$ cat config.mk
export PLATFORM = sky130hd
export DESIGN_NAME = game_board_ctrl
export DESIGN_NICKNAME = d
export VERILOG_FILES = /design/src/rtl/game_board_ctrl.sv
export SDC_FILE = /design/constraint.sdc
export NUM_CORES = 1
export LEC_CHECK = 0
export ABC_AREA = 1
export CORE_MARGIN = 5
export CORE_UTILIZATION = 55
export CTS_CLUSTER_DIAMETER = 30
export DETAILED_ROUTE_END_ITERATION = 8
export HOLD_SLACK_MARGIN = 0.03
export PLACE_DENSITY_LB_ADDON = 0.12
export SETUP_SLACK_MARGIN = 0.15
export SYNTH_ARGS = -nofsm -noshare
export SYNTH_HDL_FRONTEND = slang
export SYNTH_SLANG_ARGS = --single-unit
$ cat constraint.sdc
create_clock -name clk -period 5.3 [get_ports clk]
set_input_delay 1.06 -clock clk [delete_from_list [all_inputs] [get_ports clk]]
set_output_delay 1.06 -clock clk [all_outputs]
set_load 0.005 [all_outputs]
$ cat src/rtl/game_board_ctrl.sv
// game_board_ctrl: N x N tic-tac-toe style board controller.
// Accepts moves over a valid/ready handshake, reports move errors, and runs
// a four-cycle win check (one axis per cycle) through the placed cell.
// Also runs a free-running row-major cell scanner.
// Optional feature: define GAME_UNDO_EN to add a one-level undo port.
module game_board_ctrl #(
    parameter int N = 3,
    parameter int K = 3,
    localparam int IW = ($clog2(N) > 1) ? $clog2(N) : 1,
    localparam int CW = $clog2(N * N + 1)
) (
    input  logic          clk,
    input  logic          reset,
    input  logic          mv_valid,
    output logic          mv_ready,
    input  logic [1:0]    mv_mark,
    input  logic [IW-1:0] mv_row,
    input  logic [IW-1:0] mv_col,
`ifdef GAME_UNDO_EN
    input  logic          undo,
`endif
    output logic [2:0]    err_code,
    output logic [1:0]    turn,
    output logic [1:0]    win,
    output logic [CW-1:0] move_cnt,
    output logic [IW-1:0] scan_row,
    output logic [IW-1:0] scan_col,
    output logic [1:0]    scan_mark
);

    localparam int CELLS = N * N;
    localparam int AW    = $clog2(CELLS);

    typedef enum logic [1:0] {
        PLAY  = 2'b00,
        CHECK = 2'b01,
        OVER  = 2'b10
    } state_t;

    state_t        state_r;
    logic          ready_r;
    logic [2:0]    err_r;
    logic [1:0]    turn_r;
    logic [1:0]    win_r;
    logic [CW-1:0] cnt_r;
    logic [1:0]    board_r [CELLS];
    logic [IW-1:0] last_row_r;
    logic [IW-1:0] last_col_r;
    logic [1:0]    last_mark_r;
    logic [1:0]    axis_r;
    logic          hit_r;
    logic [IW-1:0] scan_row_r;
    logic [IW-1:0] scan_col_r;
`ifdef GAME_UNDO_EN
    logic          armed_r;
`endif

    logic          hs_s;
    logic          parse_s;
    logic [2:0]    err_s;
    logic          axis_hit_s;
    int            dr_s;
    int            dc_s;
    int            fwd_s;
    int            bwd_s;
    logic          fwd_go_s;
    logic          bwd_go_s;

    // Flatten a (row, col) pair into a board array index.
    function automatic logic [AW-1:0] cell_index(input int r, input int c);
        return AW'(r * N + c);
    endfunction

    // Cell contents with off-board coordinates reading as empty, so lines never wrap.
    function automatic logic [1:0] cell_at(input int r, input int c);
        logic [1:0] v;
        if ((r >= 0) && (r < N) && (c >= 0) && (c < N)) begin
            v = board_r[cell_index(r, c)];
        end else begin
            v = 2'b00;
        end
        return v;
    endfunction

    assign hs_s      = mv_valid & ready_r;
    assign mv_ready  = ready_r;
    assign err_code  = err_r;
    assign turn      = turn_r;
    assign win       = win_r;
    assign move_cnt  = cnt_r;
    assign scan_row  = scan_row_r;
    assign scan_col  = scan_col_r;
    assign scan_mark = board_r[cell_index(int'(scan_row_r), int'(scan_col_r))];

    // Classify the offered move with parse > gameover > turn > occupied priority.
    always_comb begin
        parse_s = (int'(mv_row) >= N) || (int'(mv_col) >= N) ||
                  (mv_mark == 2'b00) || (mv_mark == 2'b11);
        if (parse_s) begin
            err_s = 3'd1;
        end else if (state_r == OVER) begin
            err_s = 3'd2;
        end else if (mv_mark != turn_r) begin
            err_s = 3'd3;
        end else if (cell_at(int'(mv_row), int'(mv_col)) != 2'b00) begin
            err_s = 3'd4;
        end else begin
            err_s = 3'd0;
        end
    end

    // Count the run of matching marks through the placed cell along the current axis.
    always_comb begin
        dr_s = 0;
        dc_s = 0;
        case (axis_r)
            2'd0: begin dr_s = 0; dc_s = 1;  end
            2'd1: begin dr_s = 1; dc_s = 0;  end
            2'd2: begin dr_s = 1; dc_s = 1;  end
            2'd3: begin dr_s = 1; dc_s = -1; end
            default: begin dr_s = 0; dc_s = 1; end
        endcase
        fwd_s    = 0;
        bwd_s    = 0;
        fwd_go_s = 1'b1;
        bwd_go_s = 1'b1;
        for (int i = 1; i < N; i++) begin
            if (fwd_go_s && (cell_at(int'(last_row_r) + i * dr_s,
                                     int'(last_col_r) + i * dc_s) == last_mark_r)) begin
                fwd_s = fwd_s + 1;
            end else begin
                fwd_go_s = 1'b0;
            end
            if (bwd_go_s && (cell_at(int'(last_row_r) - i * dr_s,
                                     int'(last_col_r) - i * dc_s) == last_mark_r)) begin
                bwd_s = bwd_s + 1;
            end else begin
                bwd_go_s = 1'b0;
            end
        end
        axis_hit_s = ((fwd_s + bwd_s + 1) >= K);
    end

    // Game FSM, board storage, error reporting and the free-running scanner.
    always_ff @(posedge clk) begin
        if (reset) begin
            state_r     <= PLAY;
            ready_r     <= 1'b1;
            err_r       <= 3'd0;
            turn_r      <= 2'b10;
            win_r       <= 2'b00;
            cnt_r       <= {CW{1'b0}};
            last_row_r  <= {IW{1'b0}};
            last_col_r  <= {IW{1'b0}};
            last_mark_r <= 2'b00;
            axis_r      <= 2'd0;
            hit_r       <= 1'b0;
            scan_row_r  <= {IW{1'b0}};
            scan_col_r  <= {IW{1'b0}};
`ifdef GAME_UNDO_EN
            armed_r     <= 1'b0;
`endif
            for (int i = 0; i < CELLS; i++) begin
                board_r[AW'(i)] <= 2'b00;
            end
        end else begin
            err_r <= 3'd0;

            if (scan_col_r == IW'(N - 1)) begin
                scan_col_r <= {IW{1'b0}};
                if (scan_row_r == IW'(N - 1)) begin
                    scan_row_r <= {IW{1'b0}};
                end else begin
                    scan_row_r <= scan_row_r + IW'(1);
                end
            end else begin
                scan_col_r <= scan_col_r + IW'(1);
            end

            case (state_r)
                PLAY: begin
                    if (hs_s) begin
                        if (err_s != 3'd0) begin
                            err_r <= err_s;
                        end else begin
                            board_r[cell_index(int'(mv_row), int'(mv_col))] <= mv_mark;
                            cnt_r       <= cnt_r + CW'(1);
                            last_row_r  <= mv_row;
                            last_col_r  <= mv_col;
                            last_mark_r <= mv_mark;
                            axis_r      <= 2'd0;
                            hit_r       <= 1'b0;
                            ready_r     <= 1'b0;
                            state_r     <= CHECK;
`ifdef GAME_UNDO_EN
                            armed_r     <= 1'b1;
`endif
                        end
`ifdef GAME_UNDO_EN
                    end else if (undo && armed_r && (cnt_r != {CW{1'b0}})) begin
                        board_r[cell_index(int'(last_row_r), int'(last_col_r))] <= 2'b00;
                        cnt_r   <= cnt_r - CW'(1);
                        turn_r  <= {turn_r[0], turn_r[1]};
                        armed_r <= 1'b0;
`endif
                    end else begin
                        state_r <= PLAY;
                    end
                end
                CHECK: begin
                    axis_r <= axis_r + 2'd1;
                    hit_r  <= hit_r | axis_hit_s;
                    if (axis_r == 2'd3) begin
                        ready_r <= 1'b1;
                        if (hit_r | axis_hit_s) begin
                            win_r   <= last_mark_r;
                            turn_r  <= 2'b00;
                            state_r <= OVER;
                        end else if (cnt_r == CW'(CELLS)) begin
                            win_r   <= 2'b11;
                            turn_r  <= 2'b00;
                            state_r <= OVER;
                        end else begin
                            turn_r  <= {turn_r[0], turn_r[1]};
                            state_r <= PLAY;
                        end
                    end else begin
                        state_r <= CHECK;
                    end
                end
                OVER: begin
                    if (hs_s) begin
                        err_r <= err_s;
                    end else begin
                        state_r <= OVER;
                    end
                end
                default: begin
                    state_r <= PLAY;
                    ready_r <= 1'b1;
                end
            endcase
        end
    end

endmodule

==> flow_summary_export.csv <==
group,metric,value,unit
power_and_ir_drop,cellPowerDensity,269,nW/um^2
setup_path,crit_slowest_cell,"fa_2",
synthesis,synth-warning-count,0,
power_and_ir_drop,ir_worst_vdd,206,uV
placement,place_area,6260,sq um
final_layout,antenna_cells,0,
power_and_ir_drop,leakagePower,3.15,nW
timing,relSlewSlack,33.0,%
outcome,status,"completed",
clock_network,insertion_delay,0.34,ns
final_layout,fin_cells,1007,
global_routing,grt-ovfl-total,0,
setup_path,endpoint_kind,"flip-flop",
final_layout,final_nets,952,
synthesis,yosysSeqAreaShare,25.6,%
floorplan,rows,37,
clock_network,cts_made_buffers,9,
timing,finalMaxSlewViolations,0,
timing,fmaxAchievable,202,MHz
timing,rsz0062_at_grt,"no",
final_layout,nFillCells,969,
global_routing,grt_pass1_wl,26900,um
run,drv_cap,0,
placement,gp_congestion,1.10,
power_and_ir_drop,pwr-share-comb,51.6,%
power_and_ir_drop,p_int,1.01,mW
drt,drc,0,
drt,via_per_inst,5.57,
timing,tightest_slew,1.00,ns
setup_path,r2r_cells,28,
power_and_ir_drop,power_frac_clock,19.1,%
setup_path,crit_fanout,5,
timing,min_period_over_period,93.3,%
final_layout,area_delta_synth_final,11.6,%
setup_path,critPathRequiredTime,5.57,ns
clock_network,root_buffer,"clkbuf_8",
power_and_ir_drop,swShare,42.9,%
final_layout,fin_area,6560,sq um
timing,whs,0.480,ns
global_routing,grt_max_degree,33,
clock_network,cts_tree,"yes",
setup_path,critPathLaunchType,"flip-flop",
synthesis,synthTopCellsByArea,"edfxtp_1 (16%), nand2_1 (13%), ha_1 (13%)",
setup_path,crit_type,"reg -> reg",
placement,dp.cells,987,
synthesis,synth_top_area_share,16.4,%
global_routing,grt_pass1_vias,5345,
synthesis,ys_ff_latch,59,
timing,hold_viol_final,0,
drt,routedWlPerCell,16.5,um
drt,drt_iter0_markers,568,
timing,skew,0.0116,ns
power_and_ir_drop,power.switching,755,uW
floorplan,core,10400,sq um
floorplan,die_width,113,um
placement,dp_hpwl,12800,um
synthesis,syn_nets,926,
clock_network,clk_transition_reported_paths,0.07,ns
drt,first_pass_iters,5,
synthesis,synth_cell_types,38,
drt,vias,5606,
timing,fin_crit,4.95,ns
synthesis,synth_top_area_cell,"edfxtp_1",
power_and_ir_drop,power_frac_seq,29.3,%
floorplan,die_h,113,um
clock_network,clk_path_buf_depth,2,
synthesis,syn_area,5870,sq um
drt,wirelength,16600,um
floorplan,dieArea,12800,sq um
timing,setup_violations,0,
setup_path,cp.arrival,5.22,ns
clock_network,htree_levels,3,
placement,port_buffers,26,
floorplan,start_util,56.6,%
min_path,worstHoldPathCells,2,
global_routing,grt_antenna_before_repair,0,
drt,antenna_left,0,
synthesis,synthCells,840,
timing,tns,0,ns
min_path,hp-class,"reg -> reg",
setup_path,slowest_delay,0.46,ns
synthesis,post_synth.cell_area_avg,6.99,sq um
global_routing,grt_usage,26.4,%
final_layout,drive_gt1_share,8.73,%
floorplan,ios,27,
clock_network,cts.sinks,59,
[timing repair]
action                     4_1_cts  5_1_grt
resized for setup                7       23
hold buffers                     0        0
cloned                           0        0
buffers inserted                 0        4
pin swaps                        0        9
setup endpoints to repair        5        6
[placed cells by master, fill, tap and decap left out, types with 3 or more instances in the layout]
master | synthesis | layout
fa_2 | 0 | 4
nor3_1 | 7 | 7
buf_4 | 2 | 16
dfxtp_1 | 27 | 25
o221ai_1 | 3 | 3
nand3_1 | 50 | 49
o21ai_0 | 85 | 83
clkinv_1 | 1 | 5
xor2_1 | 15 | 14
o211ai_1 | 6 | 6
fa_1 | 18 | 14
nor2_1 | 79 | 76
ha_4 | 0 | 3
inv_2 | 8 | 12
nand4_1 | 4 | 4
o21ai_1 | 4 | 5
clkbuf_8 | 0 | 9
a21oi_1 | 59 | 59
nand2_2 | 9 | 9
xnor2_2 | 0 | 4
nor2_8 | 5 | 5
inv_1 | 121 | 117
clkdlybuf4s50_1 | 0 | 26
nand2_1 | 198 | 198
nor4_1 | 3 | 3
edfxtp_1 | 32 | 32
ha_1 | 59 | 55
xnor2_1 | 7 | 3
[routing by layer]
metal	track usage, %	vias to the layer above	share of wire, %
met5	0	-	0
li1	-	2757	-
met2	42.8	206	47
met1	36.3	2610	45
met4	8.17	0	1.9
met3	4.06	33	6.6
[registers in the layout (all words and copies together), names as in the netlist]
name	cells
axis_r	2
board_r	32
err_code	3
hit_r	1
last_col_r	2
last_mark_r	2
last_row_r	2
move_cnt	4
mv_ready	1
scan_col	2
scan_row	2
state_r	2
turn	2
win	2
[logic make-up (layout without fill, tap and decap cells)]
group | Yosys count | after routing | synth area share, %
AOI/OAI and AO/OA | 163 | 163 | 14.6
xor gates and xnor gates | 22 | 22 | 3.28
adders and majority gates | 77 | 77 | 18.7
buffers and inverters | 157 | 188 | 10.6
DFF | 59 | 59 | 25.6
and+or+nand+nor | 362 | 362 | 27.3
[synth_stat cells]
master / n
a211oi_1: 2
a21oi_1: 59
a31oi_1: 1
and2_1: 1
buf_2: 1
buf_4: 2
buf_6: 3
clkbuf_1: 21
clkinv_1: 1
dfxtp_1: 27
edfxtp_1: 32
fa_1: 18
ha_1: 59
inv_1: 121
inv_2: 8
nand2_1: 198
nand2_2: 9
nand2_8: 1
nand3_1: 50
nand3_2: 1
nand3_4: 1
nand3b_1: 1
nand4_1: 4
nor2_1: 79
nor2_4: 1
nor2_8: 5
nor3_1: 7
nor3b_1: 1
nor4_1: 3
o211ai_1: 6
o21a_1: 1
o21ai_0: 85
o21ai_1: 4
o221ai_1: 3
o22ai_1: 1
o31ai_1: 1
xnor2_1: 7
xor2_1: 15
[final cells by class]
cell class	instances	area [sq um]	share of cell area (%)
Multi-Input combinational cell	624	3860	58.9
Sequential cell	59	1510	23.0
Inverter	130	488	7.44
Timing Repair Buffer	42	380	5.80
Tap cell	136	170	2.60
Clock buffer	11	131	2.00
Clock inverter	5	20.0	0.305
[path summary, 6_finish.rpt]
kind	start	endpoint	slack, ns
worst max-delay path	axis_r[1]	win[0]	0.35
worst min register to register	hit_r	hit_r	0.48
worst min-delay path	hit_r	hit_r	0.48
worst max register to register	axis_r[1]	win[0]	0.35
[power by group through the flow]
stage	registers (mW)	clock network (mW)	logic, mW
3_5_place_dp	0.525	0	0.851
2_1_floorplan	0.520	0	0.633
6_report	0.515	0.336	0.910
4_1_cts	0.515	0.342	0.872
3_3_place_gp	0.524	0	0.832
5_1_grt	0.518	0.361	1.02
[per-stage QoR]
stage	setup slack, ns	total power, mW	utilization [%]
after CTS	0.152	1.73	62.1
after global placement	0.178	1.36	60.4
after detailed placement	-0.0133	1.38	60.4
after global routing	0.137	1.90	63.2
after floorplan	0.503	1.15	-
final	0.353	1.76	63.2
[critical path: cells and delay by family (launching register included)]
kind,cells,cell delay [ns]
AO/OA/AOI/OAI,4,0.51
adder cells (fa/ha/maj),8,2.54
buffers and inverters,6,0.57
flip-flops,1,0.34
AND/OR/NAND/NOR,10,0.90
No activity file was read; power rests on OpenSTA's default activity.
